--- src/rtl/song_sequencer_pkg.sv ---
// Shared definitions for the song sequencer and the note player beside it.
// Holds the sequencer state encoding, the note/duration widths and the
// ROM word field positions ({note, duration}, duration in the low bits).
package song_sequencer_pkg;

  // Widths shared with the note player (note_to_load / duration_to_load).
  localparam int NOTE_W = 6;
  localparam int DUR_W  = 6;

  // Song ROM word layout: note = [NOTE_MSB:NOTE_LSB], duration = [DUR_MSB:DUR_LSB].
  localparam int ROM_W    = NOTE_W + DUR_W;
  localparam int NOTE_MSB = ROM_W - 1;
  localparam int NOTE_LSB = DUR_W;
  localparam int DUR_MSB  = DUR_W - 1;
  localparam int DUR_LSB  = 0;

  typedef enum logic [2:0] {
    S_IDLE  = 3'd0,
    S_FETCH = 3'd1,
    S_LOAD  = 3'd2,
    S_WAIT  = 3'd3,
    S_DONE  = 3'd4
  } seq_state_t;

endpackage

--- src/rtl/song_sequencer.sv ---
// Song sequencer: walks one song in an external synchronous ROM and hands each
// {note, duration} entry to the note player, one entry per done_with_note.
// Ports: clk/reset (async active-high); play, song, song_change, note_done in;
//   rom_addr out / rom_data in (1-cycle ROM latency); note_to_load,
//   duration_to_load, load_new_note, song_done out (all registered).
module song_sequencer #(
  parameter int SONG_W = 2,
  parameter int IDX_W  = 5,
  parameter int NOTE_W = song_sequencer_pkg::NOTE_W,
  parameter int DUR_W  = song_sequencer_pkg::DUR_W
) (
  input  logic                     clk,
  input  logic                     reset,
  input  logic                     play,
  input  logic [SONG_W-1:0]        song,
  input  logic                     song_change,
  input  logic                     note_done,
  output logic [SONG_W+IDX_W-1:0]  rom_addr,
  input  logic [NOTE_W+DUR_W-1:0]  rom_data,
  output logic [NOTE_W-1:0]        note_to_load,
  output logic [DUR_W-1:0]         duration_to_load,
  output logic                     load_new_note,
  output logic                     song_done
);
  import song_sequencer_pkg::*;

  localparam logic [IDX_W-1:0] IDX_LAST = '1;

  seq_state_t                state_q, state_d;
  logic [IDX_W-1:0]          index_q, index_d;
  logic [SONG_W-1:0]         song_q, song_d;
  logic [SONG_W+IDX_W-1:0]   addr_d;
  logic [NOTE_W-1:0]         note_d;
  logic [DUR_W-1:0]          dur_d;
  logic                      load_d;
  logic                      done_d;

  logic [NOTE_W-1:0]         rom_note;
  logic [DUR_W-1:0]          rom_dur;
  logic [IDX_W-1:0]          index_inc;

  assign rom_note  = rom_data[NOTE_W+DUR_W-1:DUR_W];
  assign rom_dur   = rom_data[DUR_W-1:0];
  assign index_inc = index_q + 1'b1;

  always_ff @(posedge clk or posedge reset) begin
    if (reset) begin
      state_q          <= S_IDLE;
      index_q          <= '0;
      song_q           <= '0;
      rom_addr         <= '0;
      note_to_load     <= '0;
      duration_to_load <= '0;
      load_new_note    <= 1'b0;
      song_done        <= 1'b0;
    end else begin
      state_q          <= state_d;
      index_q          <= index_d;
      song_q           <= song_d;
      rom_addr         <= addr_d;
      note_to_load     <= note_d;
      duration_to_load <= dur_d;
      load_new_note    <= load_d;
      song_done        <= done_d;
    end
  end

  always_comb begin
    state_d = state_q;
    index_d = index_q;
    song_d  = song_q;
    addr_d  = rom_addr;
    note_d  = note_to_load;
    dur_d   = duration_to_load;
    load_d  = 1'b0;
    done_d  = 1'b0;

    // An abort wins over everything else; the last note stays on the outputs.
    if (song_change) begin
      state_d = S_IDLE;
      index_d = '0;
    end else begin
      case (state_q)
        S_IDLE: begin
          if (play) begin
            song_d  = song;
            addr_d  = {song, index_q};
            state_d = S_FETCH;
          end
        end
        // Fetch and load ignore play so a ROM read in flight is never dropped.
        S_FETCH: state_d = S_LOAD;
        S_LOAD: begin
          if (rom_dur == '0) begin
            state_d = S_DONE;
          end else begin
            note_d  = rom_note;
            dur_d   = rom_dur;
            load_d  = 1'b1;
            state_d = S_WAIT;
          end
        end
        S_WAIT: begin
          // A done seen in the load cycle belongs to the previous note.
          if (note_done && play && !load_new_note) begin
            if (index_q == IDX_LAST) begin
              state_d = S_DONE;
            end else begin
              index_d = index_inc;
              addr_d  = {song_q, index_inc};
              state_d = S_FETCH;
            end
          end
        end
        S_DONE: begin
          done_d  = 1'b1;
          index_d = '0;
          state_d = S_IDLE;
        end
        default: state_d = S_IDLE;
      endcase
    end
  end

endmodule

--- config.mk ---
export PLATFORM = sky130hd
export DESIGN_NAME = song_sequencer
export DESIGN_NICKNAME = d
export VERILOG_FILES = /design/src/rtl/song_sequencer_pkg.sv /design/src/rtl/song_sequencer.sv
export SDC_FILE = /design/constraint.sdc
export NUM_CORES = 1
export LEC_CHECK = 0
export CAP_MARGIN = 40
export CORE_MARGIN = 1.5
export CORE_UTILIZATION = 42
export DETAILED_ROUTE_END_ITERATION = 8
export PLACE_DENSITY_LB_ADDON = 0.08
export SYNTH_ARGS = -nofsm -noshare
export SYNTH_HDL_FRONTEND = slang
export SYNTH_SLANG_ARGS = --single-unit
--- constraint.sdc ---
create_clock -name clk -period 2 [get_ports clk]
set_input_delay 0.2 -clock clk [delete_from_list [all_inputs] [get_ports clk]]
set_output_delay 0.2 -clock clk [all_outputs]
set_load 0.03 [all_outputs]
Word level (Yosys, flattened, before mapping). Cells that the tools add are included.

Output and inout bits: 21. Input bits: 19. Register bits: 31.

Mux-type cells: 19. Bitwise logic cells: 2. Eq/ne operators: 11. Reductions and logical operators: 12. Add/subtract/negate cells: 1.

Operators by type and width (number): two-way mux 7 bit (3); two-way mux 3 bit (5); two-way mux 5 bit (3); case mux 7 bit (2 select lines) (1); case mux 3 bit (4 select lines) (1); case mux 5 bit (2 select lines) (1); != test 3 bit (second input constant) (3); AND reduction 3 bit (3); equality test 3 x 2 -> 1 bit (second input constant) (2); logical NOT 6 bit (1); != test 2 bit (second input constant) (3); adder 5 x 1 -> 5 bit (second input constant) (1); equality test 5 bit (second input constant) (1); two-way mux 1 bit (5); AND reduction 5 bit (1); equality test 3 x 1 -> 1 bit (second input constant) (1); equality test 3 bit (second input constant) (1); logical NOT 3 bit (1); nonzero test 3 bit (1); logical AND 1 bit (2); inverter 1 bit (2); AND reduction 2 bit (1); nonzero test 2 bit (1); logical NOT 1 bit (1).

Depth between registers and ports, before layout.
Depth in word-level cells: 5. Gate-level depth with buffers: 7. Gate-level depth less buffers: 6.

Least setup slack after synthesis. No wires, ideal clock.

Path kind: flip-flop to flip-flop. Start: register index_q[0]. End: register rom_addr[0]. Data required time: 1.875 ns. Setup time: 0.125 ns. Path buffers: 0. Cell stages (with the launch flop): 7. Path slack: -0.089 ns. Arrival time: 1.964 ns. Cell sequence: dfrtp_1 -> ha_1 -> and3_1 -> ha_1 -> or3b_4 -> o21ai_4 -> mux2_2.

Longest elaborated chain between the ends: 4. Elaborated cells between the ends (all ways): 8.

Ends and longest elaborated chain: start: declaration (line song_sequencer.sv:30) `logic [IDX_W-1:0] index_q, index_d;`; start signal: assignment (line song_sequencer.sv:58) `index_q <= index_d;`; adder 5 x 1 -> 5 bit (line song_sequencer.sv:44) `assign index_inc = index_q + 1'b1;`; two-way mux 7 bit (line song_sequencer.sv:106) `if (index_q == IDX_LAST) begin`; two-way mux 7 bit (line song_sequencer.sv:105) `if (note_done && play && !load_new_note) begin`; case mux 7 bit (2 select lines) (line song_sequencer.sv:83) `case (state_q)`; end signal: assignment (line song_sequencer.sv:60) `rom_addr <= addr_d;`; end: declaration (line song_sequencer.sv:18) `output logic [SONG_W+IDX_W-1:0] rom_addr,`.

Parallel ways exist; a longest one is shown, timed or not. The select of a mux whose other input is x is not followed. A chain may end at the register's enable or synchronous reset.

Worst setup path in the final report. Ends and elaborated chain as after synthesis.

==> run metrics <==
status=complete, but fails checks; failing checks=setup timing; worst relative slew slack=67.9%; H-tree depth=2; register area=about 780 um2; P_leak=around 0.95 nW; Synth area leader=dfrtp_1; pwr/cell area=~1000 nW/um2; initial antenna violation count=0; async set-reset flop share out of synthesis=100%; wire length per cell=approximately 14 um; Crit path required time=2200 ps; GRT Util Overall=18.7%; top_reg_cell synth=dfrtp_1; initial core utilization=between 40% and 50%; NetSw=0.000729 W; Worst Tran Pin Value=477 ps; FILL cells=roughly 270; Setup CP Type=flip-flop to flip-flop; Syn Inst Count=112; Critical R2R Capture=rom_addr[0]; DRC errors left=0; Post-synth EDFFs=0; Area contributors post-synth=dfrtp_1, mux2_2, nand3_1; dpl hpwl=2.21 mm; clock root buffer=clkbuf_4; Final Hold Fails=0; largest net degree at the start of global routing=29; WP data arrival=2220 ps; clock-pin slew on the worst setup and hold paths=90 ps; CTS sink count=31; Buf/Inv on CP=1; top cells by count, synth=dfrtp_1, mux2_2, nand3_1; most numerous cell in the Yosys netlist=dfrtp_1; final number of max-transition violations=0; global route overflow=0; Pre-antenna DRT Iters=4; Final #Nets=194; Pint=around 0.0014 W; Die Ht=61.2 um; CP startpoint kind=flip-flop; Yosys top cell area share=between 50% and 60%; Post-Syn Area per Cell=12.7 um2; DR vias=1068; max-cap viol count=0; I/O Buffers=39; IO Count=40; synthesis-stage register bit count=31; CTS Buf Count=5; Worst path depth=7; CP peak stage delay=400 ps; Hold Buf Count CTS=0; Syn Nets=133; GPL Wtd Cong=0.841; Logic pwr share=41.0%; Syn. warnings=0; Switching Share=33.9%; multi-input logic area=661 um2; 1st-iter DRT viols=53; Final Cycle Share=101%; ANT nets after route=0; clock skew=4.16 ps; Mapped Area=1420 um2; worst skew pair latency=310 ps; peak supply drop=approximately 700 uV; Worst path top cell family by delay=simple AND/OR/NAND/NOR gates; Routed WL=slightly below 3 mm; Crit. End Element=flip-flop; share of post-route cells with drive strength above 1=34.5%; Antenna Cells=0; global-route wire length before repair=5.04 mm; via/cell ratio=4.90; post-CTS resize count=0; Critical Path Start=index_q[0]; minimum clock period=2020 ps; register area share after synthesis=54.5%; crit path capture=rom_addr[0]; Clock Power Share=18.7%; Core Area=3130 um2; crit path max fanout=7; r2r startpoint=index_q[0]; vias in the first global route=~1100; RSZ-0062 raised after global routing=true; Row Count=20; Sequential Power Share=roughly 40%; Synth cell types=28; placed inst area=about 2000 um2; Non-Filler Cell Area, Final=~2100 um2; synth-to-layout area growth=48.7%; die width=61.2 um; Max Freq=roughly 500 MHz; final setup violation count=7; die area=3750 um2; R2R depth=7; Hold WC Path Type=primary input to asynchronous set/reset pin; worst slack, placed=-75.5 ps; post-route setup slack=-17.4 ps; FF-to-FF setup slack=-20 ps; clk buf depth=2; CTS tree=done; CP max stage cell=or3b_4; CP Cell Sequence=ha_2 > and3_4 > ha_4 > or3b_4 > o21ai_4 > buf_12 > mux2_4
-- timing repair --
action                     CTS  global route
hold endpoints to repair     0             0
setup endpoints to repair    7             7
buffers inserted             0             1
pin swaps                    4             0
-- area by class of cell --
type,instances,area share (%)
Inverter,3,0.532
Multi-Input combinational cell,74,31.2
Clock buffer,8,3.25
Tap cell,44,2.60
Timing Repair Buffer,58,25.8
Sequential cell,31,36.6
-- metrics by stage --
step                      hold slack [ps]  instances  total power, W  setup TNS [ps]  util, %
after floorplan                       304        112         0.00137            -327        -
after global placement                379        208         0.00174           -2940     65.0
after detailed placement              388        209         0.00176            -489     65.2
after CTS                            42.5        217         0.00217            -189     67.4
after global routing                 52.1        218         0.00225            -408     67.7
final                                48.9        218         0.00215           -80.9     67.7
-- metal layers --
layer	share of wire, %	wire, um	vias to the layer above	global-route usage (%)
li1	-	-	519	-
met1	46	1360	510	24.5
met2	48	1420	34	29.8
met4	1.4	41	0	7.45
met3	4.4	129	5	4.62
met5	0	0	-	0
-- registers in the layout, summed over array words and instances (netlist names) --
register / cells
load_new_note: 1
rom_addr: 7
song_done: 1
duration_to_load: 6
note_to_load: 6
index_q: 5
song_q: 2
state_q: 3
-- worst register-to-register path, cell delays in order, from the launching register on --
cell	delay [ps]
dfrtp_1	390
ha_2	200
and3_4	160
ha_4	150
or3b_4	400
o21ai_4	150
buf_12	150
mux2_4	300
-- worst min-delay path by stage --
stage	start	endpoint	slack, ps	cells after the start
2_1_floorplan	reset	duration_to_load[0]	300	1
3_3_place_gp	reset	note_to_load[1]	380	2
3_5_place_dp	reset	note_to_load[1]	390	2
4_1_cts	reset	note_to_load[1]	40	2
5_1_grt	reset	duration_to_load[1]	50	2
6_report	reset	duration_to_load[1]	50	2
-- cell families after synthesis --
kind of cell	synth area share, %
compound gates	7.21
xor+xnor	2.46
fa+ha+maj	1.76
buf+inv	2.37
flops	54.5
simple gates	12.0
mux	19.8
-- cells in the final DEF, fill, tap and decap left out, drive strengths merged, types with 2 or more instances in the layout --
| cell | netlist | final |
|---|---|---|
| a21oi | 3 | 3 |
| nand2 | 5 | 5 |
| and3 | 2 | 2 |
| ha | 2 | 2 |
| o21ai | 4 | 4 |
| nand3 | 7 | 7 |
| nand2b | 3 | 3 |
| clkbuf | 0 | 8 |
| inv | 3 | 3 |
| buf | 4 | 19 |
| o31ai | 2 | 2 |
| dfrtp | 31 | 31 |
| xor2 | 3 | 3 |
| nor2 | 6 | 6 |
| mux2 | 25 | 25 |
| clkdlybuf4s50 | 0 | 39 |
-- power by group through the flow --
stage	registers, W	clock network (W)	logic (W)
4_1_cts	0.000870	0.000419	0.000886
3_5_place_dp	0.000883	0	0.000878
6_report	0.000867	0.000401	0.000879
3_3_place_gp	0.000872	0	0.000866
5_1_grt	0.000887	0.000442	0.000923
2_1_floorplan	0.00114	0	0.000223
No activity file was read; power rests on OpenSTA's default activity.
